[src/rtl/ps2_pkg.sv]
// Shared definitions for the PS/2 receive path.
//   FRAME_BITS  : bits captured after the start bit (8 data, parity, stop)
//   state_e     : receiver FSM states
//   chk_e       : result of the frame check
//   frame_check : stop-bit and odd-parity check on a captured frame
package ps2_pkg;

  localparam int unsigned FRAME_BITS = 10;

  typedef enum logic [1:0] {
    StIdle,
    StRecv,
    StCheck
  } state_e;

  typedef enum logic [1:0] {
    ChkOk,
    ChkParity,
    ChkFrame
  } chk_e;

  // frame[7:0] data, frame[8] parity, frame[9] stop. A bad stop bit wins over bad parity.
  function automatic chk_e frame_check(input logic [FRAME_BITS-1:0] frame);
    if (!frame[FRAME_BITS-1]) begin
      return ChkFrame;
    end
    if ((^frame[FRAME_BITS-2:0]) != 1'b1) begin
      return ChkParity;
    end
    return ChkOk;
  endfunction

endpackage

[src/rtl/sync_fifo.sv]
// Synchronous FIFO with a registered occupancy count and a first-word-fall-through head.
//   clk_i, rst_ni : clock, synchronous active-low reset
//   push_i        : write wdata_i (accepted when not full, or when full with an accepted pop)
//   wdata_i       : write data
//   pop_i         : remove head entry (ignored when empty)
//   full_o        : count == DEPTH
//   empty_o       : count == 0
//   count_o       : occupancy
//   head_o        : oldest entry (valid when not empty)
module sync_fifo #(
  parameter int unsigned  WIDTH = 8,
  parameter int unsigned  DEPTH = 8,
  localparam int unsigned PtrW  = $clog2(DEPTH),
  localparam int unsigned CntW  = $clog2(DEPTH + 1)
) (
  input  logic             clk_i,
  input  logic             rst_ni,
  input  logic             push_i,
  input  logic [WIDTH-1:0] wdata_i,
  input  logic             pop_i,
  output logic             full_o,
  output logic             empty_o,
  output logic [CntW-1:0]  count_o,
  output logic [WIDTH-1:0] head_o
);

  logic [WIDTH-1:0] mem_q [DEPTH];
  logic [PtrW-1:0]  wr_ptr_q, wr_ptr_d;
  logic [PtrW-1:0]  rd_ptr_q, rd_ptr_d;
  logic [CntW-1:0]  count_q, count_d;
  logic             pop_ok, push_ok;

  assign full_o  = (count_q == CntW'(DEPTH));
  assign empty_o = (count_q == '0);
  assign count_o = count_q;
  assign head_o  = mem_q[rd_ptr_q];

  // A pop frees the slot the same cycle, so a push into a full FIFO still lands.
  assign pop_ok  = pop_i & ~empty_o;
  assign push_ok = push_i & (~full_o | pop_ok);

  always_comb begin
    wr_ptr_d = wr_ptr_q;
    rd_ptr_d = rd_ptr_q;
    count_d  = count_q;
    // Pointer width equals log2(DEPTH), so the increment wraps modulo DEPTH.
    if (push_ok) wr_ptr_d = wr_ptr_q + PtrW'(1);
    if (pop_ok)  rd_ptr_d = rd_ptr_q + PtrW'(1);
    if (push_ok && !pop_ok) begin
      count_d = count_q + CntW'(1);
    end else if (pop_ok && !push_ok) begin
      count_d = count_q - CntW'(1);
    end
  end

  always_ff @(posedge clk_i) begin
    if (!rst_ni) begin
      wr_ptr_q <= '0;
      rd_ptr_q <= '0;
      count_q  <= '0;
    end else begin
      wr_ptr_q <= wr_ptr_d;
      rd_ptr_q <= rd_ptr_d;
      count_q  <= count_d;
    end
  end

  // Storage needs no reset; the pointers define what is valid.
  always_ff @(posedge clk_i) begin
    if (push_ok) mem_q[wr_ptr_q] <= wdata_i;
  end

endmodule

[src/rtl/ps2_rx_fifo.sv]
// PS/2 device-to-host receiver with glitch filter, inactivity watchdog, frame checking and a
// receive FIFO.
//   clk, reset_n     : system clock, synchronous active-low reset
//   ps2_clk/ps2_data : raw asynchronous PS/2 pins
//   samplen          : filter sample enable pulse
//   rden             : pop request; q updates on the next edge
//   clr_ovf          : clear sticky overflow
//   q                : last popped byte
//   dsr, count       : FIFO not empty / occupancy
//   overflow         : sticky, a good byte was dropped on a full FIFO
//   parity_err       : one-cycle strobe per parity-rejected frame
//   frame_err        : one-cycle strobe per bad-stop or timed-out frame
module ps2_rx_fifo
  import ps2_pkg::*;
#(
  parameter int unsigned DEPTH      = 8,
  parameter int unsigned FILTER_LEN = 4,
  parameter int unsigned WDT_CYCLES = 32767
) (
  input  logic                       clk,
  input  logic                       reset_n,
  input  logic                       ps2_clk,
  input  logic                       ps2_data,
  input  logic                       samplen,
  input  logic                       rden,
  input  logic                       clr_ovf,
  output logic [7:0]                 q,
  output logic                       dsr,
  output logic [$clog2(DEPTH+1)-1:0] count,
  output logic                       overflow,
  output logic                       parity_err,
  output logic                       frame_err
);

  localparam int unsigned WdtW = $clog2(WDT_CYCLES + 1);

  logic [1:0]            clk_sync_q, clk_sync_d;
  logic [1:0]            data_sync_q, data_sync_d;
  logic [FILTER_LEN-1:0] filter_q, filter_d;
  logic                  filt_lvl_q, filt_lvl_d;
  state_e                state_q, state_d;
  logic [FRAME_BITS-1:0] shift_q, shift_d;
  logic [3:0]            bitcnt_q, bitcnt_d;
  logic [WdtW-1:0]       wdt_q, wdt_d;
  logic [7:0]            q_q, q_d;
  logic                  ovf_q, ovf_d;
  logic                  perr_q, perr_d;
  logic                  ferr_q, ferr_d;

  logic                  fall_ce;
  logic                  data_s;
  logic                  push;
  logic                  fifo_full, fifo_empty;
  logic [7:0]            fifo_head;

  assign data_s = data_sync_q[1];
  // Level is still high while the filter is all zeros only on the cycle before it drops.
  assign fall_ce = filt_lvl_q & (filter_q == '0);

  always_comb begin
    clk_sync_d  = {clk_sync_q[0], ps2_clk};
    data_sync_d = {data_sync_q[0], ps2_data};
    filter_d    = filter_q;
    if (samplen) filter_d = {filter_q[FILTER_LEN-2:0], clk_sync_q[1]};
    filt_lvl_d = filt_lvl_q;
    if (filter_q == '0) begin
      filt_lvl_d = 1'b0;
    end else if (filter_q == '1) begin
      filt_lvl_d = 1'b1;
    end
  end

  always_comb begin
    state_d  = state_q;
    shift_d  = shift_q;
    bitcnt_d = bitcnt_q;
    wdt_d    = wdt_q;
    perr_d   = 1'b0;
    ferr_d   = 1'b0;
    push     = 1'b0;
    unique case (state_q)
      StIdle: begin
        if (fall_ce && !data_s) begin
          wdt_d    = WdtW'(WDT_CYCLES);
          bitcnt_d = '0;
          state_d  = StRecv;
        end
      end
      StRecv: begin
        if (fall_ce) begin
          shift_d  = {data_s, shift_q[FRAME_BITS-1:1]};
          bitcnt_d = bitcnt_q + 4'd1;
          wdt_d    = WdtW'(WDT_CYCLES);
          if (bitcnt_q == 4'(FRAME_BITS - 1)) state_d = StCheck;
        end else if (wdt_q == '0) begin
          ferr_d  = 1'b1;
          state_d = StIdle;
        end else begin
          wdt_d = wdt_q - WdtW'(1);
        end
      end
      StCheck: begin
        unique case (frame_check(shift_q))
          ChkFrame:  ferr_d = 1'b1;
          ChkParity: perr_d = 1'b1;
          default:   push   = 1'b1;
        endcase
        state_d = StIdle;
      end
      default: state_d = StIdle;
    endcase
  end

  // A full FIFO only drops when no pop frees a slot in the same cycle.
  always_comb begin
    ovf_d = ovf_q;
    if (clr_ovf) ovf_d = 1'b0;
    if (push && fifo_full && !rden) ovf_d = 1'b1;
    q_d = q_q;
    if (rden && !fifo_empty) q_d = fifo_head;
  end

  always_ff @(posedge clk) begin
    if (!reset_n) begin
      clk_sync_q  <= 2'b11;
      data_sync_q <= 2'b11;
      filter_q    <= '1;
      filt_lvl_q  <= 1'b1;
      state_q     <= StIdle;
      shift_q     <= '0;
      bitcnt_q    <= '0;
      wdt_q       <= '0;
      q_q         <= '0;
      ovf_q       <= 1'b0;
      perr_q      <= 1'b0;
      ferr_q      <= 1'b0;
    end else begin
      clk_sync_q  <= clk_sync_d;
      data_sync_q <= data_sync_d;
      filter_q    <= filter_d;
      filt_lvl_q  <= filt_lvl_d;
      state_q     <= state_d;
      shift_q     <= shift_d;
      bitcnt_q    <= bitcnt_d;
      wdt_q       <= wdt_d;
      q_q         <= q_d;
      ovf_q       <= ovf_d;
      perr_q      <= perr_d;
      ferr_q      <= ferr_d;
    end
  end

  sync_fifo #(
    .WIDTH (8),
    .DEPTH (DEPTH)
  ) u_fifo (
    .clk_i   (clk),
    .rst_ni  (reset_n),
    .push_i  (push),
    .wdata_i (shift_q[7:0]),
    .pop_i   (rden),
    .full_o  (fifo_full),
    .empty_o (fifo_empty),
    .count_o (count),
    .head_o  (fifo_head)
  );

  assign q          = q_q;
  assign dsr        = ~fifo_empty;
  assign overflow   = ovf_q;
  assign parity_err = perr_q;
  assign frame_err  = ferr_q;

endmodule

[config.mk]
export PLATFORM = sky130hd
export DESIGN_NAME = ps2_rx_fifo
export DESIGN_NICKNAME = d
export VERILOG_FILES = /design/src/rtl/ps2_pkg.sv /design/src/rtl/sync_fifo.sv /design/src/rtl/ps2_rx_fifo.sv
export SDC_FILE = /design/constraint.sdc
export NUM_CORES = 1
export LEC_CHECK = 0
export ABC_AREA = 1
export CAP_MARGIN = 10
export CORE_ASPECT_RATIO = 0.6
export CORE_MARGIN = 5
export CORE_UTILIZATION = 30
export CTS_CLUSTER_DIAMETER = 60
export DETAILED_ROUTE_END_ITERATION = 10
export HOLD_SLACK_MARGIN = 0.06
export PLACE_DENSITY = 0.48
export RECOVER_POWER = 50
export SYNTH_ARGS = -nofsm -noshare
export SYNTH_HDL_FRONTEND = slang
export SYNTH_SLANG_ARGS = --single-unit
[constraint.sdc]
create_clock -name clk -period 2.9 [get_ports clk]
set_input_delay 0.435 -clock clk [delete_from_list [all_inputs] [get_ports clk]]
set_output_delay 0.435 -clock clk [all_outputs]
set_load 0.02 [all_outputs]
-- Word-level counts from Yosys, hierarchy flattened
Memories as Yosys holds them, arrays and structs flattened. A register that Yosys moved wholly into a read port is not among the register bits.
Cells that the tools add are included.
- RAM bits: 64
- memories kept: 1
- bits of input ports: 7
- flip-flop bits (word level): 53
- add/sub/neg operators: 6
- reductions and logical operators: 27
- muxes and demuxes: 37
- equality and inequality tests: 12
- bitwise operators: 6
- memories (name ; depth ; bits a word ; rd ports ; clocked after Yosys merged registers in ; wr ports ; RTL line ; text):
    u_fifo.mem_q ; 8 ; 8 ; 1 ; 1 ; 1 ; sync_fifo.sv:27 ; logic [WIDTH-1:0] mem_q [DEPTH];
- operators by type and width (kind ; number):
    15-bit two-way mux ; 3
    15-bit case mux with 2 select lines ; 1
    2-bit two-way mux ; 9
    1-bit two-way mux ; 17
    4-bit two-way mux ; 4
    15-bit logical NOT ; 1
    15-bit by 1-bit subtractor with 15-bit output (second input constant) ; 1
    4-bit equality test (second input constant) ; 3
    3-bit inequality test (second input constant) ; 3
    3-bit AND reduction ; 3
    9-bit parity ; 1
    4-bit by 1-bit adder with 4-bit output (second input constant) ; 2
    4-bit logical NOT ; 2
    4-bit case mux with 2 select lines ; 1
    2-bit nonzero test ; 4
    3-bit by 1-bit adder with 3-bit output (second input constant) ; 2
    1-bit logical AND ; 6
    1-bit logical NOT ; 6
    2-bit by 1-bit equality test with 1-bit output (second input constant) ; 2
    2-bit equality test (second input constant) ; 2
    2-bit inequality test (second input constant) ; 2
    2-bit case mux with 2 select lines ; 1
    2-bit AND reduction ; 2
    4-bit by 1-bit subtractor with 4-bit output (second input constant) ; 1
    6 further kinds ; 9

-- Longest topological paths before layout
Gate-level depths: netlist of run 1.
- word-level depth: 16
- mapped depth: 20
- depth with buffers taken out: 20

-- By module
Synthesis of run 1 repeated with hierarchy kept, for this count alone.
- cell total of the unflattened synthesis: 686
- area, all modules: 5948.2 um^2
- modules (own cells, without submodules) (module ; area each (um^2) ; times used ; seq. area each (um^2) ; cells each):
    sync_fifo ; 3331.9 ; 1 ; 2182.1 ; 315
    ps2_rx_fifo ; 2616.3 ; 1 ; 1021.0 ; 371

-- Worst setup path before layout of run 1
No wires, ideal clock.
- kind: flip-flop to flip-flop
- start point: register u_fifo.count_q[0] (netlist: u_fifo.count_o[0])
- end point: register u_fifo.count_q[3] (netlist: u_fifo.count_o[3])
- clock period less this slack: 2.647 ns
- path buffers: 0
- library setup time: 0.119 ns
- stages on the path, launching flop included: 18
- path slack: 0.253 ns
- required time: 2.781 ns
- data arrival time: 2.528 ns
- cells stage by stage: dfxtp_1 nor2_1 nand3_1 nand2_1 nand4_1 nand4_1 inv_1 ha_1 inv_1 ha_1 nand2_1 nand2_1 a21oi_1 nor2_1 nor2_1 nand2_1 o21ai_0 a21oi_1
- word-level cells in the longest chain between the ends: 8
- RTL lines (item ; RTL line ; text):
    start: declaration ; sync_fifo.sv:30 ; logic [CntW-1:0] count_q, count_d;
    start signal: assignment ; sync_fifo.sv:64 ; count_q <= count_d;
    4-bit logical NOT * ; sync_fifo.sv:34 ; assign empty_o = (count_q == '0);
    1-bit NOT * ; -- ;
    named net dsr ; ps2_rx_fifo.sv:28 ; output logic dsr,
    1-bit bitwise AND * ; sync_fifo.sv:39 ; assign pop_ok = pop_i & ~empty_o;
    1-bit bitwise OR * ; sync_fifo.sv:40 ; assign push_ok = push_i & (~full_o | pop_ok);
    1-bit bitwise AND * ; sync_fifo.sv:40 ;
    named net u_fifo.push_ok ; sync_fifo.sv:31 ; logic pop_ok, push_ok;
    1-bit logical NOT ; sync_fifo.sv:51 ; end else if (pop_ok && !push_ok) begin
    1-bit logical AND ; sync_fifo.sv:51 ;
    2-bit nonzero test (no line) ; -- ;
The timed path passes the listed nets; every way through them passes the cells marked *. The select of a mux whose other input is x is not followed.
A chain may end at the register's enable or synchronous reset.

-- Worst setup path in the final report of run 1
- start point: register u_fifo.count_q[0] (netlist: u_fifo.count_o[0])
- end point: register u_fifo.count_q[3] (netlist: u_fifo.count_o[3])
- word-level cells in the longest chain between the ends: 8
- RTL lines (item ; RTL line):
    4-bit logical NOT ; sync_fifo.sv:34
    1-bit NOT ; sync_fifo.sv:39
    1-bit bitwise AND ; sync_fifo.sv:39
    1-bit bitwise OR * ; sync_fifo.sv:40
    1-bit bitwise AND * ; sync_fifo.sv:40
    named net u_fifo.push_ok ; sync_fifo.sv:31
    1-bit logical NOT ; sync_fifo.sv:51
    1-bit logical AND ; sync_fifo.sv:51
    2-bit nonzero test (no line) ; --
Marked as above.

==> reports/summary.txt, run 1 <==
Diode count: 0
Status: finished, final reports clean
Hold Path Class: register to register
Worst R2R Setup Slack: 340 ps
Initial antenna violation count: 0
CP startpoint kind: register
Crit path cell chain: nor2_1, nand3_1, nand2_1, nand4_1, nand4_1, inv_1, ha_1, inv_1, ha_1, nand2_1, nand2_1, a21oi_1, nor2_1, nor2_1, nand2_1, o21ai_0, a21oi_1
Worst setup path category: register to register
Hold Buf Count CTS: 0
Arrival time at the worst endpoint: 2850 ps
Slowest-stage cell, CP: dfxtp_1
Syn_nets: 620
Leading cell types in the layout, fill and taps excluded: nand2_1 (101), nor2_1 (80), edfxtp_1 (64)
Area Overhead vs Synth: 21.7%
Seq/Total Area, Yosys: 0.569
R2R depth: 17
Die ar.: 21,300 µm²
ANT nets after route: 0
Setup TNS Final: 0 ps
Final Non-Filler Cells: 896
CP max stage delay: 380 ps
WP buf/inv: 2
Final count of negative-setup-slack endpoints: 0
CTS tree: built
F_max: 391 MHz
Ys Warns: 0
Commonest non-fill, non-tap cell in the layout: nand2_1
Placed Cells: 864
PwrDens: 1060 nW/µm²
Die width: 185 µm
Mux cell area share after synthesis: 0
Final Cycle Share: 0.881
Post-Synth Adder-Cell Area: 0.0308
CORE AREA: 18,100 µm²
Rel. slew slack: 0.208
Synth Register Bits: 125
Starting density of the core: 0.306
Synth Area in Compound Gates: 0.144
Die height: 115 µm
Worst R2R End: u_fifo.count_o[3]$_SDFFE_PN0P_
Worst-margin pin slew: 1190 ps
Total GRT Usage: 0.131
Via/cell ratio: 4.71
I/O pin count: 23
Routed len/inst: 14.8 µm
Gp weighted congestion: 0.851
R2R Path Start: u_fifo.count_o[0]$_SDFFE_PN0P_
Slew Viols, Final: 0
Num CTS Buffers: 17
CP Max Fanout: 5
Simple-gate share of the synthesized area: 0.189
Clock Latency Late Sink: 410 ps
Clock root cell: clkbuf_16
Distinct cells, synth: 40
Clk_skew: 16.0 ps
Detailed Route Iter0 Violations: 307
Number of core rows: 38
Htree depth: 4
Post-synth design cell area: 5520 µm²
Min-delay src: clk_sync_q[0]$_SDFF_PN1_
Sink Count: 125
CTS max path bufs: 2
Pin count of the biggest net entering global routing: 35
Via count: 4,219
Post-layout minimum cycle time: 2560 ps
PortBufs: 22
Final wirelength: 13,300 µm
Number of global-route vias before repair: 4,053
Fraction of layout cells with a size suffix above 1: 0.113
Largest family of logic cells by synthesized area: simple AND/OR/NAND/NOR gates
CP delay by family, top: simple AND/OR/NAND/NOR gates
XOR/XNOR Fraction of Synth Area: 0.0127
Post-Place Setup Slack: 173 ps
Hold_ws: 413 ps
Worst Slack Setup Final: 344 ps
Syn Inst Count: 600
Dpl hpwl: 9060 µm
RSZ-0062 raised after global routing: no
Setup crit end kind: register
DR pass1 iterations: 5
Post-layout nets: 663
Max-Cap Viols: 0
Residual DRC: 0
First-pass GRT wire length: 21,500 µm
Top cell by count, worst path: nand2_1
Pleak: 2.67 nW
Syn Area/Cell: 9.20 µm²
Final hold vios: 0
Maximum vdd drop: 0.000644 V
Critical Path RT: 3190 ps
GRT overflow: 0
Hold depth: 1
Min-Delay Endpoint: clk_sync_q[1]$_SDFF_PN1_
Clock-pin slew on the worst setup and hold paths: 60 ps
==> synthesized netlist by cell type, drive strengths merged <==
cell type | instances | share of area
o21ai | 69 | 0.064
xnor2 | 1 | 0.0016
or2 | 8 | 0.0091
nand3 | 31 | 0.029
buf | 6 | 0.0073
nor2 | 84 | 0.064
nand3b | 2 | 0.0027
nor4 | 1 | 0.0011
nor3 | 3 | 0.0036
clkbuf | 15 | 0.010
fa | 1 | 0.0036
o221ai | 8 | 0.013
dfxtp | 61 | 0.22
clkinv | 2 | 0.0014
ha | 12 | 0.027
a211oi | 1 | 0.0014
edfxtp | 64 | 0.35
inv | 52 | 0.036
xor2 | 7 | 0.011
nand4 | 5 | 0.0084
a21oi | 47 | 0.045
o2111ai | 1 | 0.0016
nand2 | 103 | 0.071
o211ai | 8 | 0.011
o22ai | 8 | 0.0091
==> registers in the layout (all words and copies together) (netlist names) <==
signal / count
bitcnt_q: 4
clk_sync_q: 2
data_sync_q: 2
filt_lvl_q: 1
filter_q: 4
frame_err: 1
overflow: 1
parity_err: 1
q: 8
shift_q: 10
state_q: 2
u_fifo.count_o: 4
u_fifo.mem_q: 64
u_fifo.rd_ptr_q: 3
u_fifo.wr_ptr_q: 3
wdt_q: 15
==> per-layer routing <==
| metal | vias to the layer above | global-route usage | part of all wire |
|---|---|---|---|
| met5 | - | 0 | 0 |
| met4 | 0 | 0.0396 | 0.0067 |
| met3 | 5 | 0.0335 | 0.048 |
| met2 | 95 | 0.181 | 0.40 |
| met1 | 1983 | 0.200 | 0.55 |
| li1 | 2136 | - | - |
==> timing repair <==
item | 4_1_cts | 5_1_grt
setup buffers | 0 | 0
setup endpoints to repair | 0 | 1
resized for setup | 0 | 1
==> cell type report <==
class                           instances  area [µm²]
Fill cell                            1822       11300
Sequential cell                       125        3140
Multi-Input combinational cell        400        2050
Clock buffer                           19         443
Timing Repair Buffer                   45         359
Tap cell                              240         300
Clock inverter                         13         214
Inverter                               54         205
==> stage by stage <==
step	total power, mW	util	instance area [µm²]
after floorplan	4.16	-	5520
after global placement	4.83	0.339	6120
after detailed placement	4.85	0.339	6120
after CTS	7.24	0.375	6780
after global routing	7.65	0.372	6720
final	7.15	0.372	6720
==> worst max path at each step <==
stage	from	end	slack, ps	cells past startpoint
6_report	u_fifo.count_o[0]$_SDFFE_PN0P_	u_fifo.count_o[3]$_SDFFE_PN0P_	340	17
3_5_place_dp	rden	u_fifo.count_o[3]$_SDFFE_PN0P_	170	16
2_1_floorplan	u_fifo.count_o[0]$_SDFFE_PN0P_	u_fifo.count_o[3]$_SDFFE_PN0P_	250	17
4_1_cts	shift_q[5]$_SDFFE_PN0P_	u_fifo.count_o[3]$_SDFFE_PN0P_	260	20
3_3_place_gp	rden	u_fifo.count_o[3]$_SDFFE_PN0P_	240	16
5_1_grt	filter_q[0]$_SDFFE_PN1P_	wdt_q[11]$_SDFFE_PN0P_	50	8
==> power by group <==
part | switching [mW] | total (mW) | internal (mW)
registers | 0.198 | 2.26 | 2.06
clock network | 0.794 | 2.35 | 1.56
logic | 1.66 | 2.54 | 0.881
==> cells by family after synthesis <==
logic type,Yosys count
compound gates,142
xor+xnor,8
fa+ha+maj,13
buf+inv,75
flops,125
simple gates,237
No activity file was read; power rests on OpenSTA's default activity.
==> run 2, diff against run 1 <==
CORE_UTILIZATION = 53   (was 30)
PLACE_DENSITY = 0.74   (was 0.48)
clock period = 2.8 ns   (was 2.9 ns; I/O delays follow)
==> reports/summary.txt, run 2 (synthesis results as in run 1) <==
Status: finished, final reports clean
RSZ-0062 raised after global routing: no
Hold depth: 1
First-pass GRT wire length: 21,100 µm
Maximum vdd drop: 0.000588 V
Worst-margin pin slew: 739 ps
Leading cell types in the layout, fill and taps excluded: nand2_1 (102), nor2_1 (78), edfxtp_1 (64)
Pleak: 2.61 nW
DR pass1 iterations: 5
Final Cycle Share: 0.896
Dpl hpwl: 8460 µm
Placed Cells: 761
Via/cell ratio: 5.63
I/O pin count: 23
Setup TNS Final: 0 ps
Setup crit end kind: register
Total GRT Usage: 0.216
Clock root cell: clkbuf_16
Clock-pin slew on the worst setup and hold paths: 50 ps
CORE AREA: 10,000 µm²
Post-layout minimum cycle time: 2510 ps
Num CTS Buffers: 17
Arrival time at the worst endpoint: 2810 ps
CTS max path bufs: 2
Final Non-Filler Cells: 794
Rel. slew slack: 0.507
CP startpoint kind: register
Clock Latency Late Sink: 410 ps
R2R Path Start: shift_q[5]$_SDFFE_PN0P_
Worst R2R Setup Slack: 290 ps
Final hold vios: 0
Pin count of the biggest net entering global routing: 34
Gp weighted congestion: 0.930
Min-delay src: clk_sync_q[0]$_SDFF_PN1_
Hold Buf Count CTS: 0
Htree depth: 4
Sink Count: 125
Most flops, register: u_fifo.mem_q
Starting density of the core: 0.551
Post-layout nets: 667
CP Max Fanout: 11
Commonest non-fill, non-tap cell in the layout: nand2_1
Number of global-route vias before repair: 4,306
Clk_skew: 8.78 ps
Largest regs: u_fifo.mem_q (64), wdt_q (15), shift_q (10)
Final count of negative-setup-slack endpoints: 0
Min-Delay Endpoint: clk_sync_q[1]$_SDFF_PN1_
Die height: 89.1 µm
PortBufs: 22
ANT nets after route: 0
Diode count: 0
Via count: 4,471
Routed len/inst: 16.3 µm
Detailed Route Iter0 Violations: 433
Area Overhead vs Synth: 18.3%
GRT overflow: 0
CTS tree: built
Fraction of layout cells with a size suffix above 1: 0.129
Hold Path Class: register to register
F_max: 399 MHz
Total Power: 7.04 mW
R2R depth: 20
Slew Viols, Final: 0
PwrDens: 1080 nW/µm²
Residual DRC: 0
Worst R2R End: u_fifo.count_o[3]$_SDFFE_PN0P_
Initial antenna violation count: 0
Die width: 142 µm
Worst setup path category: register to register
Max-Cap Viols: 0
Largest register FFs: 64
Number of core rows: 28
Final wirelength: 12,900 µm
Die ar.: 12,600 µm²
Critical Path RT: 3100 ps
## run 2: cell count changes in the layout (fill, tap and decap cells not counted), sizes merged
cell,before,now
clkdlybuf4s50,8,21
dlygate4sd3,14,1
buf,14,20
bufinv,5,0
clkbuf,28,30
clkinv,7,9
clkinvlp,2,0
## run 2: worst max path at each step
stage | from | endpoint | slack [ps] | cells after the start
finish | shift_q[5]$_SDFFE_PN0P_ | u_fifo.count_o[3]$_SDFFE_PN0P_ | 290 | 20
global route | shift_q[5]$_SDFFE_PN0P_ | u_fifo.count_o[3]$_SDFFE_PN0P_ | 20 | 20
CTS | shift_q[5]$_SDFFE_PN0P_ | u_fifo.count_o[3]$_SDFFE_PN0P_ | 60 | 20
detailed placement | rden | u_fifo.count_o[3]$_SDFFE_PN0P_ | -10 | 16
global placement | rden | u_fifo.count_o[3]$_SDFFE_PN0P_ | 220 | 16
floorplan | u_fifo.count_o[0]$_SDFFE_PN0P_ | u_fifo.count_o[3]$_SDFFE_PN0P_ | 150 | 17
## run 2: critical path, cell delays in order (launching register included)
cell	delay, ps
dfxtp_4	370
inv_1	110
nand2_1	60
nand2_1	60
nand2_1	50
nand2_1	90
inv_1	50
nand3_1	80
nand4_1	150
inv_2	110
ha_2	190
inv_1	90
ha_1	290
nand2_1	70
nand2_1	60
a21oi_2	150
nor2_1	50
nor2_1	80
nand2_1	70
o21ai_0	160
a21oi_1	50
## run 2: cell type report
type,instances,area (µm²)
Timing Repair Buffer,49,397
Clock inverter,8,41.3
Tap cell,135,169
Inverter,54,205
Fill cell,836,3490
Clock buffer,23,489
Multi-Input combinational cell,400,2080
Sequential cell,125,3150
## run 2: what timing repair did
| item | CTS | global route |
|---|---|---|
| endpoints found under the setup margin | 0 | 1 |
| gates resized for setup | 0 | 7 |
| buffers inserted | 0 | 2 |
## run 2: per-stage QoR
stage | hold WS [ps] | utilization | instance area (µm²) | setup WS, ps
global route | 428 | 0.652 | 6530 | 16.6
global placement | 395 | 0.599 | 6000 | 216
finish | 411 | 0.652 | 6530 | 292
floorplan | 393 | - | 5520 | 153
CTS | 412 | 0.652 | 6530 | 63.1
detailed placement | 400 | 0.599 | 6000 | -14.1
## run 2: power breakdown
part | switching (mW) | internal (mW) | leakage, nW | total (mW)
Combinational | 1.75 | 0.967 | 1.17 | 2.71
Clock | 0.763 | 1.21 | 0.272 | 1.98
Sequential | 0.211 | 2.13 | 1.17 | 2.35
## run 2: metal layers
metal  global-route usage  wire length [µm]
met1                0.308              6080
met2                0.331              5680
met3               0.0583              1050
met4               0.0566                95
met5                    0                 0
